## src/rtl/ps2_event_fifo_if.sv

```systemverilog
// rtl/ps2_event_fifo_if.sv - byte-receiver inputs and event-queue outputs of ps2_event_fifo
interface ps2_event_fifo_if #(
    parameter int DEPTH_LOG2 = 3
) ();
    logic [7:0]          code;
    logic                strobe;
    logic                err;
    logic                rd;
    logic                clr;
    logic                ev_valid;
    logic [9:0]          ev_data;
    logic [DEPTH_LOG2:0] count;
    logic                overflow;
    logic                kbd_overrun;

    modport master (
        output code, strobe, err, rd, clr,
        input  ev_valid, ev_data, count, overflow, kbd_overrun
    );

    modport slave (
        input  code, strobe, err, rd, clr,
        output ev_valid, ev_data, count, overflow, kbd_overrun
    );
endinterface

```

## src/rtl/ps2_event_fifo.sv

```systemverilog
// rtl/ps2_event_fifo.sv - folds E0/F0 prefixes into 10-bit key events and queues them (FWFT)
// Optional typematic-repeat suppression: define PS2EV_REPEAT_FILTER_EN.
module ps2_event_fifo #(
    parameter int          DEPTH_LOG2     = 3,
    parameter logic [23:0] PREFIX_TIMEOUT = 24'd2500000
) (
    input  logic             clk,
    input  logic             reset,
    ps2_event_fifo_if.slave  bus
);
    localparam int                  DEPTH = 1 << DEPTH_LOG2;
    localparam logic [DEPTH_LOG2:0] FULL  = (DEPTH_LOG2 + 1)'(DEPTH);

    typedef enum logic [1:0] {S_IDLE, S_E0, S_F0, S_E0F0} state_t;

    state_t              r_state;
    state_t              w_state_nxt;
    logic [23:0]         r_tmo;
    logic                w_tmo_hit;
    logic                w_bad;
    logic                w_emit;
    logic                w_ovr_set;
    logic [9:0]          w_ev;
    logic                w_push;

    assign w_tmo_hit = (r_state != S_IDLE) && (r_tmo == PREFIX_TIMEOUT - 24'd1);
    assign w_bad     = bus.strobe && (bus.code == 8'h00 || bus.code == 8'hFF);

    always_ff @(posedge clk or posedge reset) begin
        if (reset) r_state <= S_IDLE;
        else       r_state <= w_state_nxt;
    end

    always_comb begin
        w_state_nxt = r_state;
        if (bus.err) begin
            w_state_nxt = S_IDLE;
        end else if (bus.strobe) begin
            if (w_bad)                  w_state_nxt = S_IDLE;
            else if (bus.code == 8'hE0) w_state_nxt = S_E0;
            else if (bus.code == 8'hF0) w_state_nxt = (r_state == S_E0 || r_state == S_E0F0) ? S_E0F0 : S_F0;
            else                        w_state_nxt = S_IDLE;
        end else if (w_tmo_hit) begin
            w_state_nxt = S_IDLE;
        end
    end

    always_comb begin
        w_emit    = !bus.err && bus.strobe && !w_bad && bus.code != 8'hE0 && bus.code != 8'hF0;
        w_ovr_set = !bus.err && w_bad;
        w_ev      = {(r_state == S_E0 || r_state == S_E0F0), (r_state == S_F0 || r_state == S_E0F0), bus.code};
    end

    // Idle-time budget for a half-received prefix sequence.
    always_ff @(posedge clk or posedge reset) begin
        if (reset)                  r_tmo <= '0;
        else if (bus.strobe)        r_tmo <= '0;
        else if (r_state != S_IDLE) r_tmo <= w_tmo_hit ? '0 : r_tmo + 24'd1;
    end

`ifdef PS2EV_REPEAT_FILTER_EN
    logic [511:0] r_down;
    logic [8:0]   w_idx;
    assign w_idx  = {w_ev[9], w_ev[7:0]};
    assign w_push = w_emit && !(!w_ev[8] && r_down[w_idx]);

    always_ff @(posedge clk or posedge reset) begin
        if (reset)       r_down <= '0;
        else if (w_emit) r_down[w_idx] <= !w_ev[8];
    end
`else
    assign w_push = w_emit;
`endif

    logic [9:0]            r_mem [DEPTH];
    logic [DEPTH_LOG2-1:0] r_wp;
    logic [DEPTH_LOG2-1:0] r_rp;
    logic [DEPTH_LOG2-1:0] w_rp_nxt;
    logic [DEPTH_LOG2:0]   r_count;
    logic [DEPTH_LOG2:0]   w_rem;
    logic [9:0]            r_head;
    logic                  r_overflow;
    logic                  r_kbd_overrun;
    logic                  w_pop;
    logic                  w_wr;
    logic                  w_drop;

    assign w_pop    = bus.rd && (r_count != '0);
    assign w_wr     = w_push && (r_count != FULL || w_pop);
    assign w_drop   = w_push && (r_count == FULL) && !w_pop;
    assign w_rp_nxt = w_pop ? r_rp + DEPTH_LOG2'(1) : r_rp;
    assign w_rem    = w_pop ? r_count - (DEPTH_LOG2 + 1)'(1) : r_count;

    always_ff @(posedge clk) begin
        if (w_wr) r_mem[r_wp] <= w_ev;
    end

    // r_head pre-loads the next head entry so ev_data is a clean register output.
    always_ff @(posedge clk or posedge reset) begin
        if (reset) begin
            r_wp          <= '0;
            r_rp          <= '0;
            r_count       <= '0;
            r_head        <= '0;
            r_overflow    <= 1'b0;
            r_kbd_overrun <= 1'b0;
        end else begin
            if (w_wr) r_wp <= r_wp + DEPTH_LOG2'(1);
            r_rp    <= w_rp_nxt;
            r_count <= w_wr ? w_rem + (DEPTH_LOG2 + 1)'(1) : w_rem;
            if (w_rem != '0)  r_head <= r_mem[w_rp_nxt];
            else if (w_wr)    r_head <= w_ev;
            r_overflow    <= (r_overflow && !bus.clr) || w_drop;
            r_kbd_overrun <= (r_kbd_overrun && !bus.clr) || w_ovr_set;
        end
    end

    assign bus.ev_valid    = (r_count != '0);
    assign bus.ev_data     = r_head;
    assign bus.count       = r_count;
    assign bus.overflow    = r_overflow;
    assign bus.kbd_overrun = r_kbd_overrun;
endmodule

```

## src/flat_wrapper.sv

```systemverilog
// flat-port wrapper written by rule: the top's interface ports become plain ports
module ps2_event_fifo_flat 
#(
    parameter int          DEPTH_LOG2     = 3,
    parameter logic [23:0] PREFIX_TIMEOUT = 24'd2500000
)
  (clk, reset, bus_code, bus_strobe, bus_err, bus_rd, bus_clr, bus_ev_valid, bus_ev_data, bus_count, bus_overflow, bus_kbd_overrun);
  ps2_event_fifo_if #(.DEPTH_LOG2(DEPTH_LOG2)) bus_i ();
  input  logic clk;
  input  logic reset;
  input wire logic [$bits(bus_i.code)-1:0] bus_code;
  input wire logic [$bits(bus_i.strobe)-1:0] bus_strobe;
  input wire logic [$bits(bus_i.err)-1:0] bus_err;
  input wire logic [$bits(bus_i.rd)-1:0] bus_rd;
  input wire logic [$bits(bus_i.clr)-1:0] bus_clr;
  output wire logic [$bits(bus_i.ev_valid)-1:0] bus_ev_valid;
  output wire logic [$bits(bus_i.ev_data)-1:0] bus_ev_data;
  output wire logic [$bits(bus_i.count)-1:0] bus_count;
  output wire logic [$bits(bus_i.overflow)-1:0] bus_overflow;
  output wire logic [$bits(bus_i.kbd_overrun)-1:0] bus_kbd_overrun;
  assign bus_i.code = bus_code;
  assign bus_i.strobe = bus_strobe;
  assign bus_i.err = bus_err;
  assign bus_i.rd = bus_rd;
  assign bus_i.clr = bus_clr;
  assign bus_ev_valid = bus_i.ev_valid;
  assign bus_ev_data = bus_i.ev_data;
  assign bus_count = bus_i.count;
  assign bus_overflow = bus_i.overflow;
  assign bus_kbd_overrun = bus_i.kbd_overrun;
  ps2_event_fifo #(.DEPTH_LOG2(DEPTH_LOG2), .PREFIX_TIMEOUT(PREFIX_TIMEOUT)) u_core (.clk(clk), .reset(reset), .bus(bus_i));
endmodule
```

## config.mk

```make
export PLATFORM = sky130hd
export DESIGN_NAME = ps2_event_fifo_flat
export DESIGN_NICKNAME = d
export VERILOG_FILES = /design/src/rtl/ps2_event_fifo_if.sv /design/src/rtl/ps2_event_fifo.sv /design/src/flat_wrapper.sv
export SDC_FILE = /design/constraint.sdc
export NUM_CORES = 1
export LEC_CHECK = 0
export CAP_MARGIN = 0
export CORE_MARGIN = 2
export CORE_UTILIZATION = 55
export CTS_CLUSTER_DIAMETER = 120
export DETAILED_ROUTE_END_ITERATION = 16
export GPL_TIMING_DRIVEN = 1
export PLACE_DENSITY_LB_ADDON = 0.12
export SLEW_MARGIN = 20
export SYNTH_ARGS = -nofsm -noshare
export SYNTH_HDL_FRONTEND = slang
export SYNTH_SLANG_ARGS = --single-unit
```

## constraint.sdc

```tcl
create_clock -name clk -period 6.6 [get_ports clk]
set_input_delay 1.98 -clock clk [delete_from_list [all_inputs] [get_ports clk]]
set_output_delay 1.98 -clock clk [all_outputs]
set_load 0.1 [all_outputs]
```

==> summary.md, run 1 <==
| Metric | Value |
|---|---|
| Critical Path RT | `~6.7 ns` |
| Crit path capture type | `flip-flop` |
| # IOs | `31` |
| Filler cells | `between 800 and 900` |
| Yosys reg bits | `128` |
| Drt total wl | `14410 um` |
| Power per cell area | `463.8 mW/mm^2` |
| Count of yosys warnings during synthesis | `0` |
| Yosys top cell area share | `between 30% and 40%` |
| FF-to-FF path depth | `8` |
| Nets | `551` |
| Syn Std Cell Area | `approximately 0.0066 mm^2` |
| Vias | `4348` |
| Top_reg_cell synth | `edfxtp_1` |
| Fin crit share | `78.43%` |
| Final hold vios | `0` |
| Reg2Reg Setup Slack | `3.12 ns` |
| Setup Skew | `just under 0.009 ns` |
| Leakage power | `3.006 nW` |
| Hold depth | `1` |
| Clock slew seen by the registers of the worst setup and hold paths | `0.05 ns` |
| Slew @ Worst Pin | `approximately 1.2 ns` |
| PortBufs | `30` |
| Worst Path Arrival | `~5.3 ns` |
| Longest Clk Path Bufs | `2` |
| Vias per cell | `6.329` |
| Placed Area | `approximately 0.0070 mm^2` |
| Synthesized instance count | `about 500` |
| Worst setup path class | `in2reg` |
| Cell taking the most area after synthesis | `edfxtp_1` |
| Achievable Freq | `a little under 200 MHz` |
| CP Launch Type | `input port` |
| Die ar. | `roughly 0.013 mm^2` |
| Placer Congestion | `0.8428` |
| Final min period | `slightly above 5 ns` |
| CTS buffer count | `17` |
| Peak VDD IR | `between 0.2 and 0.3 mV` |
| Synthesized Nets | `between 500 and 600` |
| Htree depth | `4` |
| Post-synthesis sequential area ratio | `a little over half` |
| Slew HR | `a little over a fifth` |
| Die Span Y | `113.5 um` |
| Postcts setup bufs | `0` |
| Synth async-reset ratio | `a little under two fifths` |
| Hold_buf cts | `0` |
| Post_cts resized | `0` |
| Share of cells above drive strength 1 | `between 10 and 15%` |
| Routed wire per std cell | `between 20 and 25 um` |
| Clock Tree Root | `clkbuf_16` |
| Routed Antenna Nets | `0` |
| Max-Cap Viols | `0` |
| Starting DRT DRC Count | `between 400 and 500` |
| Top cells by count, synth | `80 x edfxtp_1, 77 x mux2i_1, 48 x dfrtp_1, 32 x nor2_1, 28 x nand2_1` |
| Distinct cell type count after synthesis | `between 50 and 60` |
| Most frequent cell after synthesis | `edfxtp_1` |
| Global-route wire length before repair | `~24000 um` |
| Final Instance Area | `0.007577 mm^2` |
| Number of antenna violations at the first check in global routing | `0` |
| Clk sink count | `roughly 130` |
| Die Width | `~110 um` |
| Clk_lat worst skew | `between 0.4 and 0.5 ns` |
| Crit Path Max Fanout | `13` |
| Drt drc | `0` |
| TritonCTS clock tree | `built` |
| Fin. max-slew vios | `0` |
| Row Count | `39` |
| EDFF count, synth | `80` |
| Tightest Hold Check Type | `reg2reg` |
| Initial Utilization | `between 50% and 60%` |
| Final setup TNS | `0 ns` |
| DP HPWL | `roughly 9500 um` |
| Pwr Total | `0.003514 W` |
| Mean post-synth cell area | `between 10 and 15 um^2` |
| Vias in the first global route | `about 4.5k` |
| DRT Pass-1 Iters | `5` |
| Layout area overhead | `14.94%` |
| Area contributors post-synth | `edfxtp_1 36%, dfrtp_1 18%, mux2i_1 12%` |
| Diode count | `0` |
| GRT Total Usage | `between 20% and 30%` |
| Setup Viol. Count Final | `0` |
| Core ar. | `0.01156 mm^2` |
| RSZ-0062 raised after global routing | `false` |
| Result of the run | `finished clean` |
| Largest net degree at the start of global routing | `49` |
| GRT overflow | `0` |
[cells by family (layout without fill, tap and decap cells)]
logic type | after synthesis | in the layout | synth area share (%)
AOI/OAI and AO/OA | 57 | 57 | 6.946
xor gates and xnor gates | 26 | 26 | 3.454
adders and majority gates | 6 | 6 | 1.139
buffers and inverters | 43 | 90 | 3.150
DFF | 128 | 128 | 54.66
muxes | 100 | 100 | 18.92
and+or+nand+nor | 137 | 137 | 11.73
[per-layer routing]
metal	track usage [%]	wire length, um	up-vias	part of all wire [%]
met3	4.729	705	20	4.9
met5	0	0	-	0
met4	8.537	264	0	1.8
li1	-	-	1988	-
met2	39.72	7149	117	50
met1	33.10	6288	2223	44
[registers in the layout (all words and copies together), names as in the netlist]
signal,count
u_core.r_rp,3
u_core.r_wp,3
u_core.bus.count,4
u_core.r_tmo,24
u_core.bus.ev_data,10
u_core.bus.kbd_overrun,1
u_core.r_mem,80
u_core.r_state,2
u_core.bus.overflow,1
[worst max-delay path, cell delays in order]
cell	delay [ns]
clkdlybuf4s50_1	0.67
and4_1	0.37
a21o_1	0.21
a21oi_1	0.53
nand2_1	0.22
nor3b_1	0.97
buf_4	0.33
[final cells by class]
class / instances / area (um^2) / area share, %
clock buffer: 24 / 471.7 / 6.225
sequential: 128 / 3605 / 47.57
timing repair buffer: 40 / 375.4 / 4.954
clock inverter: 8 / 63.81 / 0.8421
multi-input combinational: 326 / 2814 / 37.14
inverter: 18 / 68.82 / 0.9082
tap: 143 / 178.9 / 2.361
[per-stage QoR]
| stage | instances | util (%) | hold slack (ns) | setup slack [ns] |
|---|---|---|---|---|
| detailed placement | 655 | 60.88 | 0.4854 | 1.052 |
| floorplan | 497 | - | 0.4737 | 2.184 |
| global route | 687 | 65.52 | 0.5353 | 1.261 |
| finish | 687 | 65.52 | 0.5064 | 1.424 |
| global placement | 655 | 60.88 | 0.4818 | 1.067 |
| CTS | 687 | 65.51 | 0.5005 | 1.526 |
[where the power goes]
group          switching (W)  leakage (nW)  internal (W)
Sequential         0.0000936          1.35      0.000963
Combinational       0.000975          1.39      0.000629
Clock               0.000322         0.269      0.000531
[layout by cell type (no fill, tap or decap), types with 5 or more instances in the layout]
| cell type | netlist | routed |
|---|---|---|
| a21o_1 | 5 | 5 |
| ha_1 | 6 | 5 |
| dfrtp_1 | 48 | 47 |
| o32ai_1 | 6 | 6 |
| clkbuf_16 | 0 | 17 |
| a211oi_2 | 5 | 5 |
| nand3_1 | 9 | 9 |
| mux4_2 | 14 | 14 |
| mux2i_1 | 77 | 77 |
| nor2_1 | 32 | 32 |
| edfxtp_1 | 80 | 80 |
| a221oi_1 | 6 | 6 |
| nand4_1 | 14 | 14 |
| a21oi_1 | 8 | 8 |
| and4_1 | 5 | 5 |
| mux2_2 | 5 | 5 |
| nand2_1 | 28 | 28 |
| inv_1 | 17 | 16 |
| clkbuf_1 | 5 | 5 |
| and3_1 | 10 | 10 |
| nor3_1 | 6 | 6 |
| nor4_1 | 6 | 5 |
| a211o_1 | 5 | 5 |
| clkinv_2 | 0 | 7 |
| clkdlybuf4s50_1 | 0 | 30 |
| xor2_1 | 17 | 17 |
| buf_4 | 4 | 10 |
| xnor2_1 | 9 | 9 |
[path summary, 6_finish.rpt]
| check | startpoint | to |
|---|---|---|
| min in group asynchronous | reset | u_core.r_rp[1] |
| setup reg to reg | u_core.bus.count[0] | u_core.r_mem[5][1] |
| max in group asynchronous | reset | u_core.r_rp[1] |
| hold / removal | u_core.bus.ev_data[2] | u_core.bus.ev_data[2] |
| setup / recovery | bus_code[4] | u_core.r_mem[5][1] |
| hold reg to reg | u_core.bus.ev_data[2] | u_core.bus.ev_data[2] |
Power figures use the tool's default switching activity.
==> inputs of run 2 (changes only) <==
- clock period: 6.6 -> 4.7 ns (I/O delays scaled with it)
==> run 2 against run 1 <==
Net effect:
- clock skew rose by 0.00055 ns
- clock-buffer cell count rose by 7
- clock power rose by 44%
- sequential share of layout area fell by 0.70 points
- critical path depth did not move
- first-iteration DRC count fell by 30%
- hold slack improved by 0.011 ns
- die area did not move
- sequential power rose by 40%
- non-clock buffer count rose by 16
- critical endpoint is now u_core.r_mem[2][4]
- highest routed layer unchanged
==> summary.md, run 2 (synthesis results as in run 1) <==
| Metric | Value |
|---|---|
| Post_cts resized | `0 (unchanged)` |
| CP most frequent cell | `buf_4` |
| Max reg flops | `80 (unchanged)` |
| Longest Clk Path Bufs | `2 (unchanged)` |
| Nets | `567 (+2.9%)` |
| Starting DRT DRC Count | `326 (-30%)` |
| Row Count | `39 (unchanged)` |
| Clock Tree Root | `clkbuf_16` |
| Multi-input logic area | `0.002796 mm^2 (-0.62%)` |
| Result of the run | `finished clean` |
| Achievable Freq | `263.2 MHz` |
| Clk sink count | `128 (unchanged)` |
| TritonCTS clock tree | `built` |
| Worst setup path class | `in2reg` |
| PortBufs | `30 (unchanged)` |
| Diode count | `0 (unchanged)` |
| Die Width | `113.5 um (unchanged)` |
| Routed wire per std cell | `21.65 um (+3.2%)` |
| Slew @ Worst Pin | `0.9929 ns (-0.1813 ns)` |
| CTS buffer count | `17 (unchanged)` |
| Routed Antenna Nets | `0 (unchanged)` |
| Worst path slowest cell | `clkdlybuf4s50_1` |
| Tightest Hold Check Type | `reg2reg` |
| Worst Path Arrival | `3.92 ns (-1.37 ns)` |
| Highest-count cells in the layout ignoring fill and taps | `80 x edfxtp_1, 77 x mux2i_1, 47 x dfrtp_1` |
| Largest net degree at the start of global routing | `49 (unchanged)` |
| RSZ-0062 raised after global routing | `false` |
| GRT Total Usage | `25.61% (+1.3 points)` |
| Seq. cell area | `0.003605 mm^2 (unchanged)` |
| Fin crit share | `approximately four fifths` |
| Clock slew seen by the registers of the worst setup and hold paths | `0.05 ns (about the same)` |
| Setup Viol. Count Final | `0 (unchanged)` |
| Core ar. | `0.01156 mm^2 (unchanged)` |
| DRT Pass-1 Iters | `4 (-1)` |
| Number of antenna violations at the first check in global routing | `0 (unchanged)` |
| Drt drc | `0 (unchanged)` |
| Vias | `4441 (+2.1%)` |
| Global-route wire length before repair | `24470 um (+3.7%)` |
| Die ar. | `0.01288 mm^2 (unchanged)` |
| Drt total wl | `15220 um (+5.6%)` |
| Layout Utilization | `66.49% (+0.97 points)` |
| # IOs | `31 (unchanged)` |
| Layout area overhead | `16.64%` |
| Final hold vios | `0 (unchanged)` |
| Vias per cell | `6.317 (-0.19%)` |
| Vias in the first global route | `4545 (+2.1%)` |
| Peak VDD IR | `0.4123 mV (+44%)` |
| Most common cell after layout, fill and taps aside | `edfxtp_1` |
| Max-Cap Viols | `0 (unchanged)` |
| Filler cells | `836 (-4.2%)` |
| Placer Congestion | `0.8562 (+1.6%)` |
| Fin. max-slew vios | `0 (unchanged)` |
| Postcts setup bufs | `0 (unchanged)` |
| Leakage power | `3.075 nW (+2.3%)` |
| Initial Utilization | `57.01% (unchanged)` |
| CP Launch Type | `input port` |
| Crit path capture type | `flip-flop` |
| Sequence of cells on the critical path | `clkdlybuf4s50_1 > nand4bb_1 > nand2_1 > a21o_1 > buf_4 > nor4b_2 > buf_4` |
| DP HPWL | `9962 um (+5.1%)` |
| CP max stage delay | `0.71 ns (-0.26 ns)` |
| Hold_buf cts | `0 (unchanged)` |
| Slew HR | `33.60% (+12 points)` |
| Die Span Y | `113.5 um (unchanged)` |
| Clk_lat worst skew | `0.42 ns (about the same)` |
| Setup Skew | `0.009255 ns (+0.0005514 ns)` |
| Share of cells above drive strength 1 | `15.54% (+1.9 points)` |
| Power per cell area | `651.1 mW/mm^2 (+40%)` |
| GRT overflow | `0 (unchanged)` |
| Biggest register | `u_core.r_mem` |
| Final min period | `3.800 ns` |
| Critical Path RT | `4.82 ns (-1.90 ns)` |
| Crit Path Max Fanout | `13 (unchanged)` |
| Htree depth | `4 (unchanged)` |
| Final setup TNS | `0 ns (unchanged)` |
[run 2: cell types whose count changed in the layout (fill, tap and decap cells not counted), sizes merged]
cell,delta
buf,+17
clkbuf,+7
clkdlybuf4s50,-1
clkinv,-7
[run 2: per-stage QoR]
stage	worst slack (ns)	instance area, um^2	total power (W)	cells	hold WS [ns]
after detailed placement	0.4909	7141	0.003800	671	0.5010
after global routing	0.7579	7690	0.005240	703	0.5322
after CTS	0.9260	7689	0.005036	703	0.5127
after floorplan	0.8543	6593	0.003269	497	0.4737
after global placement	0.4932	7141	0.003748	671	0.4883
final	0.8999	7690	0.005007	703	0.5172
[run 2: final cells by class]
type	count	share of cell area (%)
clock inverters	1	0.3905
flip-flops and latches	128	46.88
inverters	18	0.8949
clock buffers	31	6.736
well taps	143	2.327
multi-input cells	326	36.37
repair buffers	56	6.411
[run 2: final timing paths]
| path | from | endpoint | slack (ns) | cells past startpoint |
|---|---|---|---|---|
| worst max-delay path | bus_rd | u_core.r_mem[2][4] | 0.90 | 7 |
| worst min-delay path | u_core.bus.ev_data[2] | u_core.bus.ev_data[2] | 0.52 | 1 |
| worst max register to register | u_core.bus.count[0] | u_core.bus.ev_data[1] | 1.70 | 13 |
| worst min register to register | u_core.bus.ev_data[2] | u_core.bus.ev_data[2] | 0.52 | 1 |
| max in group asynchronous | reset | u_core.r_rp[1] | 2.71 | 2 |
| min in group asynchronous | reset | u_core.bus.count[3] | 1.45 | 2 |
[run 2: worst max-delay path: cells and delay by family]
| family | cells | cell delay, ns |
|---|---|---|
| AO/OA/AOI/OAI | 1 | 0.19 |
| buffers and inverters | 3 | 1.20 |
| AND/OR/NAND/NOR | 3 | 1.12 |
[run 2: layer usage]
layer | global-route usage (%) | share of wire, %
met5 | 0 | 0
met1 | 34.48 | 43
met4 | 9.837 | 2.2
met2 | 40.92 | 50
met3 | 6.004 | 4.9
[run 2: power breakdown]
group	leakage (nW)	switching, W	internal, W
clock network	0.264	0.000443	0.000784
logic	1.46	0.00139	0.000912
registers	1.35	0.000127	0.00135
